**config.mk**
```make
export PLATFORM = sky130hd
export DESIGN_NAME = reg_bus_xfer_ctrl_flat
export DESIGN_NICKNAME = d
export VERILOG_FILES = /design/src/rtl/reg_bus_xfer_ctrl_pkg.sv /design/src/rtl/reg_bus_xfer_ctrl_if.sv /design/src/rtl/reg_bus_xfer_ctrl_rr_arbiter.sv /design/src/rtl/reg_bus_xfer_ctrl.sv /design/src/flat_wrapper.sv
export SDC_FILE = /design/constraint.sdc
export NUM_CORES = 1
export LEC_CHECK = 0
export BUFFER_PORTS_ARGS = -buffer_cell sky130_fd_sc_hd__buf_4
export CAP_MARGIN = 5
export CORE_ASPECT_RATIO = 0.6
export CORE_MARGIN = 4
export CORE_UTILIZATION = 30
export CTS_CLUSTER_DIAMETER = 150
export CTS_CLUSTER_SIZE = 25
export DETAILED_ROUTE_END_ITERATION = 6
export PLACE_DENSITY = 0.6
export SYNTH_ARGS = -nofsm -noshare
export SYNTH_HDL_FRONTEND = slang
export SYNTH_SLANG_ARGS = --single-unit
```
**constraint.sdc**
```tcl
create_clock -name i_w_clk -period 7.73 [get_ports i_w_clk]
set_clock_uncertainty 0.2 [all_clocks]
set_input_delay 0.3865 -clock i_w_clk [delete_from_list [all_inputs] [get_ports i_w_clk]]
set_output_delay 0.3865 -clock i_w_clk [all_outputs]
set_load 0.01 [all_outputs]
```
**src/rtl/reg_bus_xfer_ctrl_pkg.sv**
```systemverilog
// Shared definitions for the register-bus transfer controller.
//   state_t        : FSM state encoding (IDLE/XFER/ACK).
//   dbg_t          : debug view of the FSM state and the latched move.
//   idx_to_onehot  : index-to-one-hot decode, sized for the widest bus in use.
//                    Callers cast the result down to their own width.
package reg_bus_xfer_ctrl_pkg;

    localparam int c_max_idx_w = 6;
    localparam int c_max_onehot_w = 1 << c_max_idx_w;

    typedef enum logic [1:0] {
        ST_IDLE = 2'd0,
        ST_XFER = 2'd1,
        ST_ACK  = 2'd2
    } state_t;

    typedef struct packed {
        state_t                 state;
        logic [c_max_idx_w-1:0] gnt;
        logic [c_max_idx_w-1:0] src;
        logic [c_max_idx_w-1:0] dst;
    } dbg_t;

    function automatic logic [c_max_onehot_w-1:0] idx_to_onehot(input logic [c_max_idx_w-1:0] idx);
        logic [c_max_onehot_w-1:0] oh;
        oh      = '0;
        oh[idx] = 1'b1;
        return oh;
    endfunction

endpackage

```
**src/rtl/reg_bus_xfer_ctrl_if.sv**
```systemverilog
// Requester / register-bank side signals of the transfer controller.
//   i_w_req  : per-requester request, held high until its ack.
//   i_w_src  : packed source indices, requester k at [k*p_idx_width +: p_idx_width].
//   i_w_dst  : packed destination indices, same packing.
//   o_w_ack  : one-cycle completion pulse to the granted requester.
//   o_w_err  : one-cycle reject pulse, coincident with ack.
//   o_w_oe   : one-hot read enable to the register bank.
//   o_w_we   : one-hot write enable to the register bank.
//   o_w_busy : high while the controller is not idle.
// Handshake: a requester raises req with stable src/dst; the controller
// answers with exactly one ack pulse per accepted request. Dropping req
// after the grant does not cancel the move.
interface reg_bus_xfer_ctrl_if #(
    parameter int p_num_regs  = 8,
    parameter int p_num_req   = 4,
    parameter int p_idx_width = 3
);
    logic [p_num_req-1:0]             i_w_req;
    logic [p_num_req*p_idx_width-1:0] i_w_src;
    logic [p_num_req*p_idx_width-1:0] i_w_dst;
    logic [p_num_req-1:0]             o_w_ack;
    logic                             o_w_err;
    logic [p_num_regs-1:0]            o_w_oe;
    logic [p_num_regs-1:0]            o_w_we;
    logic                             o_w_busy;

    // master: requesters plus the bank, slave: the controller
    modport master (
        output i_w_req, i_w_src, i_w_dst,
        input  o_w_ack, o_w_err, o_w_oe, o_w_we, o_w_busy
    );

    modport slave (
        input  i_w_req, i_w_src, i_w_dst,
        output o_w_ack, o_w_err, o_w_oe, o_w_we, o_w_busy
    );
endinterface

```
**src/rtl/reg_bus_xfer_ctrl_rr_arbiter.sv**
```systemverilog
// Combinational round-robin arbiter.
//   i_w_req     : request vector.
//   i_w_ptr     : index of the highest-priority requester this cycle.
//   o_w_gnt     : one-hot grant (zero when no request).
//   o_w_gnt_idx : index of the granted requester (zero when no request).
module rr_arbiter #(
    parameter int p_num_req   = 4,
    parameter int p_ptr_width = (p_num_req > 1) ? $clog2(p_num_req) : 1
) (
    input  logic [p_num_req-1:0]   i_w_req,
    input  logic [p_ptr_width-1:0] i_w_ptr,
    output logic [p_num_req-1:0]   o_w_gnt,
    output logic [p_ptr_width-1:0] o_w_gnt_idx
);

    logic                   found;
    logic [p_ptr_width-1:0] cand;

    // Walk upward from the pointer with wrap; the first request seen wins.
    always_comb begin
        o_w_gnt     = '0;
        o_w_gnt_idx = '0;
        found       = 1'b0;
        cand        = '0;
        for (int k = 0; k < p_num_req; k++) begin
            cand = p_ptr_width'((int'(i_w_ptr) + k) % p_num_req);
            if (!found && i_w_req[cand]) begin
                found         = 1'b1;
                o_w_gnt[cand] = 1'b1;
                o_w_gnt_idx   = cand;
            end
        end
    end

endmodule

```
**src/rtl/reg_bus_xfer_ctrl.sv**
```systemverilog
// Register-to-register move sequencer for the shared OR-bus.
//   i_w_clk   : clock; the register bank captures on the falling edge.
//   i_w_reset : synchronous active-low reset.
//   bus       : requester and register-bank signals (slave side).
//   o_w_dbg   : FSM state plus the latched grant/src/dst of the current move.
// A valid move drives oe[src]/we[dst] for one full cycle, then acks.
// A rejected move (src==dst or an index past the bank) acks with err and
// never touches oe/we.
module reg_bus_xfer_ctrl
    import reg_bus_xfer_ctrl_pkg::*;
#(
    parameter int p_num_regs  = 8,
    parameter int p_num_req   = 4,
    parameter int p_idx_width = 3
) (
    input  logic                    i_w_clk,
    input  logic                    i_w_reset,
    reg_bus_xfer_ctrl_if.slave      bus,
    output dbg_t                    o_w_dbg
);

    localparam int c_gnt_w = (p_num_req > 1) ? $clog2(p_num_req) : 1;

    state_t                 state;
    logic [c_gnt_w-1:0]     last_grant;
    logic [c_gnt_w-1:0]     lat_gnt;
    logic [p_idx_width-1:0] lat_src;
    logic [p_idx_width-1:0] lat_dst;

    logic [c_gnt_w-1:0]     rr_ptr;
    logic [p_num_req-1:0]   arb_gnt;
    logic [c_gnt_w-1:0]     arb_idx;
    logic [p_idx_width-1:0] req_src;
    logic [p_idx_width-1:0] req_dst;
    logic                   req_bad;

    // Priority starts just above the last grant; after reset last_grant
    // sits at the top index so requester 0 is searched first.
    assign rr_ptr = (last_grant == c_gnt_w'(p_num_req - 1)) ? '0 : last_grant + 1'b1;

    rr_arbiter #(
        .p_num_req   (p_num_req),
        .p_ptr_width (c_gnt_w)
    ) u_arb (
        .i_w_req     (bus.i_w_req),
        .i_w_ptr     (rr_ptr),
        .o_w_gnt     (arb_gnt),
        .o_w_gnt_idx (arb_idx)
    );

    assign req_src = bus.i_w_src[int'(arb_idx) * p_idx_width +: p_idx_width];
    assign req_dst = bus.i_w_dst[int'(arb_idx) * p_idx_width +: p_idx_width];
    assign req_bad = (req_src == req_dst)
                  || (int'(req_src) >= p_num_regs)
                  || (int'(req_dst) >= p_num_regs);

    always_ff @(posedge i_w_clk) begin
        if (!i_w_reset) begin
            state        <= ST_IDLE;
            bus.o_w_ack  <= '0;
            bus.o_w_err  <= 1'b0;
            bus.o_w_oe   <= '0;
            bus.o_w_we   <= '0;
            bus.o_w_busy <= 1'b0;
            lat_gnt      <= '0;
            lat_src      <= '0;
            lat_dst      <= '0;
            last_grant   <= c_gnt_w'(p_num_req - 1);
        end else begin
            case (state)
                ST_IDLE: begin
                    if (|bus.i_w_req) begin
                        lat_gnt      <= arb_idx;
                        lat_src      <= req_src;
                        lat_dst      <= req_dst;
                        last_grant   <= arb_idx;
                        bus.o_w_busy <= 1'b1;
                        if (req_bad) begin
                            // Rejected: skip the bus cycle and ack with err now.
                            state       <= ST_ACK;
                            bus.o_w_ack <= arb_gnt;
                            bus.o_w_err <= 1'b1;
                        end else begin
                            state      <= ST_XFER;
                            bus.o_w_oe <= p_num_regs'(idx_to_onehot(c_max_idx_w'(req_src)));
                            bus.o_w_we <= p_num_regs'(idx_to_onehot(c_max_idx_w'(req_dst)));
                        end
                    end
                end
                ST_XFER: begin
                    state       <= ST_ACK;
                    bus.o_w_oe  <= '0;
                    bus.o_w_we  <= '0;
                    bus.o_w_ack <= p_num_req'(idx_to_onehot(c_max_idx_w'(lat_gnt)));
                    bus.o_w_err <= 1'b0;
                end
                ST_ACK: begin
                    state        <= ST_IDLE;
                    bus.o_w_ack  <= '0;
                    bus.o_w_err  <= 1'b0;
                    bus.o_w_busy <= 1'b0;
                end
                default: begin
                    state        <= ST_IDLE;
                    bus.o_w_ack  <= '0;
                    bus.o_w_err  <= 1'b0;
                    bus.o_w_oe   <= '0;
                    bus.o_w_we   <= '0;
                    bus.o_w_busy <= 1'b0;
                end
            endcase
        end
    end

    always_comb begin
        o_w_dbg       = '0;
        o_w_dbg.state = state;
        o_w_dbg.gnt   = c_max_idx_w'(lat_gnt);
        o_w_dbg.src   = c_max_idx_w'(lat_src);
        o_w_dbg.dst   = c_max_idx_w'(lat_dst);
    end

endmodule

```
**src/flat_wrapper.sv**
```systemverilog
// flat-port wrapper written by rule: the top's interface ports become plain ports
module reg_bus_xfer_ctrl_flat import reg_bus_xfer_ctrl_pkg::*;
#(
    parameter int p_num_regs  = 8,
    parameter int p_num_req   = 4,
    parameter int p_idx_width = 3
)
  (i_w_clk, i_w_reset, o_w_dbg, bus_i_w_req, bus_i_w_src, bus_i_w_dst, bus_o_w_ack, bus_o_w_err, bus_o_w_oe, bus_o_w_we, bus_o_w_busy);
  reg_bus_xfer_ctrl_if #(.p_num_regs(p_num_regs), .p_num_req(p_num_req), .p_idx_width(p_idx_width)) bus_i ();
  input  logic i_w_clk;
  input  logic i_w_reset;
  output dbg_t o_w_dbg;
  input wire logic [$bits(bus_i.i_w_req)-1:0] bus_i_w_req;
  input wire logic [$bits(bus_i.i_w_src)-1:0] bus_i_w_src;
  input wire logic [$bits(bus_i.i_w_dst)-1:0] bus_i_w_dst;
  output wire logic [$bits(bus_i.o_w_ack)-1:0] bus_o_w_ack;
  output wire logic [$bits(bus_i.o_w_err)-1:0] bus_o_w_err;
  output wire logic [$bits(bus_i.o_w_oe)-1:0] bus_o_w_oe;
  output wire logic [$bits(bus_i.o_w_we)-1:0] bus_o_w_we;
  output wire logic [$bits(bus_i.o_w_busy)-1:0] bus_o_w_busy;
  assign bus_i.i_w_req = bus_i_w_req;
  assign bus_i.i_w_src = bus_i_w_src;
  assign bus_i.i_w_dst = bus_i_w_dst;
  assign bus_o_w_ack = bus_i.o_w_ack;
  assign bus_o_w_err = bus_i.o_w_err;
  assign bus_o_w_oe = bus_i.o_w_oe;
  assign bus_o_w_we = bus_i.o_w_we;
  assign bus_o_w_busy = bus_i.o_w_busy;
  reg_bus_xfer_ctrl #(.p_num_regs(p_num_regs), .p_num_req(p_num_req), .p_idx_width(p_idx_width)) u_core (.i_w_clk(i_w_clk), .i_w_reset(i_w_reset), .bus(bus_i), .o_w_dbg(o_w_dbg));
endmodule
```
==> metrics.cfg <==
[routing]
final_antenna_net_count=0
vias=1810
wl_um=5660
wl_per_cell_um=15.5
dr.first_iter.drc_count=124
vias_per_cell=4.95
first_pass_iters=6
drc=0

[run_status]
outcome=complete, no violations

[placement]
placed_cell_area_um2=2540
portBuffers=61
dp_hpwl_um=4530
routabilityCongestion=0.895
dpl.cell_count=358
pre_cts_ws_ns=3.14

[floorplanning]
dieArea_um2=8310
placementRows=23
die_x_um=115
start_util_pct=30.9
io_pins=72
core_area_um2=6680
die_h_um=72.2

[setup_path]
worstReg2RegEnd=u_core.bus.o_w_we[6]$_SDFFE_PN0P_
r2r_start=u_core.last_grant[0]$_SDFFE_PN1P_
path_cells=inv_1, ha_1, or2_4, or4b_4, a21oi_4, a2bb2oi_4, mux4_2, xor2_4, o311ai_1, o22ai_1
reg2reg_slack_ns=3.16
required_ns=7.65
worst_setup_path_end_kind=flip-flop
critical-path-slowest-cell=dfxtp_1
critPathKind=flip-flop to flip-flop
cp.arrival_ns=4.50
crit_path_max_fanout=14
worst_r2r_path_depth=10
cp_slowest_stage_delay_ns=0.66
start_kind=flip-flop

[clock_tree]
post-cts-setup-buffers=0
clk_latency_ns=0.27
cts-root-buf=clkbuf_16
ctsHoldBuffers=0
cts_buffers=5
path_clk_slew_ns=0.05
htree_levels=2
cts_tree=built
cts_buffer_depth=2
cts_resized=0
clkSinkCount=34

[logic_synthesis]
ys_top_cells_by_area=dfxtp_1 33%, mux4_2 8.7%, nand2_1 7.8%
yosysSeqAreaShare_pct=33.0
synth.most_common_cell=nand2_1
ys_top_cells_by_count=43 x nand2_1, 34 x dfxtp_1, 16 x o22ai_1
synth_warnings=0
synth_cells=219
postSynth.asyncResetShare_pct=0
avgSynthCellArea_um2=9.42
synth_top_area_cell=dfxtp_1
synth_seq_cells=34
synth_top_flop_cell=dfxtp_1
synthesis.area_um2=2060
synth_cell_types=42
yosysTopAreaCellShare_pct=33.0
synth-edff-count=0

[finish]
nNetsFinal=314
utilization_pct=40.3
area_growth_pct=30.4
layout.cells.non_filler=366
diodes=0
postLayoutCellArea_um2=2690
drive_above_1_share_pct=34.1

[hold_path]
hp-start=i_w_reset
holdPathEnd=u_core.last_grant[1]$_SDFFE_PN1P_
min_path_cells=2
hp-class=primary input to flip-flop

[grt]
grt_max_degree=24
grt_overflow_total=0
grt_pass1_wl_um=9120
grt_pass1_vias=1726
grt_usage_pct=13.9
antenna_found_initial=0

[pwr]
p_leak_nw=1.13
ir_worst_vdd_mv=0.185
p_per_area_nw_per_um2=468
power_mw=1.26

[sta]
max_freq_ghz=0.219
whs_ns=0.208
finalHoldViolations=0
slew_headroom_pct=28.7
setup_tns_ns=0
rsz0062_at_grt=false
worst_pin_slew_ns=1.07
finalMaxSlewViolations=0
worst_slack_ns=3.16
post-route-period-util_pct=59.2
setup_viol=0
fin_crit_ns=4.57

[flow_run]
drv_cap=0

[cells in the final DEF (no fill, tap or decap), types with 5 or more instances in the layout]
master      n
buf_4      61
nand2_1    43
dfxtp_1    34
o22ai_1    16
nor2_1     15
o21ai_0    10
conb_1     10
mux4_2      8
a21boi_0    7
a21oi_1     7
ha_1        6
mux2i_1     5
clkbuf_16   5
[sequential cells by signal (all words and copies together) (netlist names)]
register	count
u_core.bus.o_w_ack	4
u_core.state	2
u_core.lat_src	3
u_core.last_grant	2
u_core.lat_dst	3
u_core.bus.o_w_oe	8
u_core.bus.o_w_err	1
u_core.lat_gnt	2
u_core.bus.o_w_we	8
u_core.bus.o_w_busy	1
[critical path: cells and delay by family (launching register included)]
kind	cells	cell delay, ns
buf+inv	1	0.19
compound gates	4	1.34
flops	1	0.66
simple gates	2	0.84
fa+ha+maj	1	0.27
xor+xnor	1	0.25
mux	1	0.66
[power by group]
part / switching, mW / internal [mW]
sequential: 0.0539 / 0.238
combinational: 0.440 / 0.327
clock: 0.0742 / 0.127
[cell type report]
class	count	area, um^2
Timing Repair Buffer	61	458
Sequential cell	34	681
Clock buffer	6	139
Clock inverter	2	12.5
Fill cell	690	3990
Tap cell	87	109
Inverter	4	15.0
Multi-Input combinational cell	172	1280
[metal layers]
metal  wire length (um)  global-route usage (%)  vias up
li1                   -                       -      899
met1               3050                    22.5      822
met2               2120                    17.6       82
met3                435                    4.17        7
met4                 55                    2.73        0
met5                  0                       0        -
[kinds of logic (layout without fill, tap and decap cells)]
logic type	after synthesis	count (layout)	share of synthesized area, %
compound gates	56	56	20.8
simple gates	81	81	18.7
buf+inv	22	73	6.73
mux	16	16	13.0
fa+ha+maj	6	6	3.64
other cells	1	10	0.182
xor+xnor	3	3	4.00
flops	34	34	33.0
[worst max-delay path by stage]
stage                                           start                                 end  slack [ns]  cells past startpoint
finish              u_core.last_grant[0]$_SDFFE_PN1P_   u_core.bus.o_w_we[6]$_SDFFE_PN0P_        3.16                     10
global route        u_core.last_grant[0]$_SDFFE_PN1P_   u_core.bus.o_w_we[7]$_SDFFE_PN0P_        2.81                     10
CTS                 u_core.last_grant[0]$_SDFFE_PN1P_   u_core.bus.o_w_we[6]$_SDFFE_PN0P_        3.13                     10
detailed placement  u_core.last_grant[0]$_SDFFE_PN1P_   u_core.bus.o_w_we[6]$_SDFFE_PN0P_        3.14                     10
global placement    u_core.last_grant[0]$_SDFFE_PN1P_   u_core.bus.o_w_oe[3]$_SDFFE_PN0P_        3.23                     10
floorplan           u_core.last_grant[0]$_SDFFE_PN1P_  u_core.bus.o_w_ack[3]$_SDFFE_PN0P_        3.72                     11
Note: power is estimated with default switching activity, not from simulation.
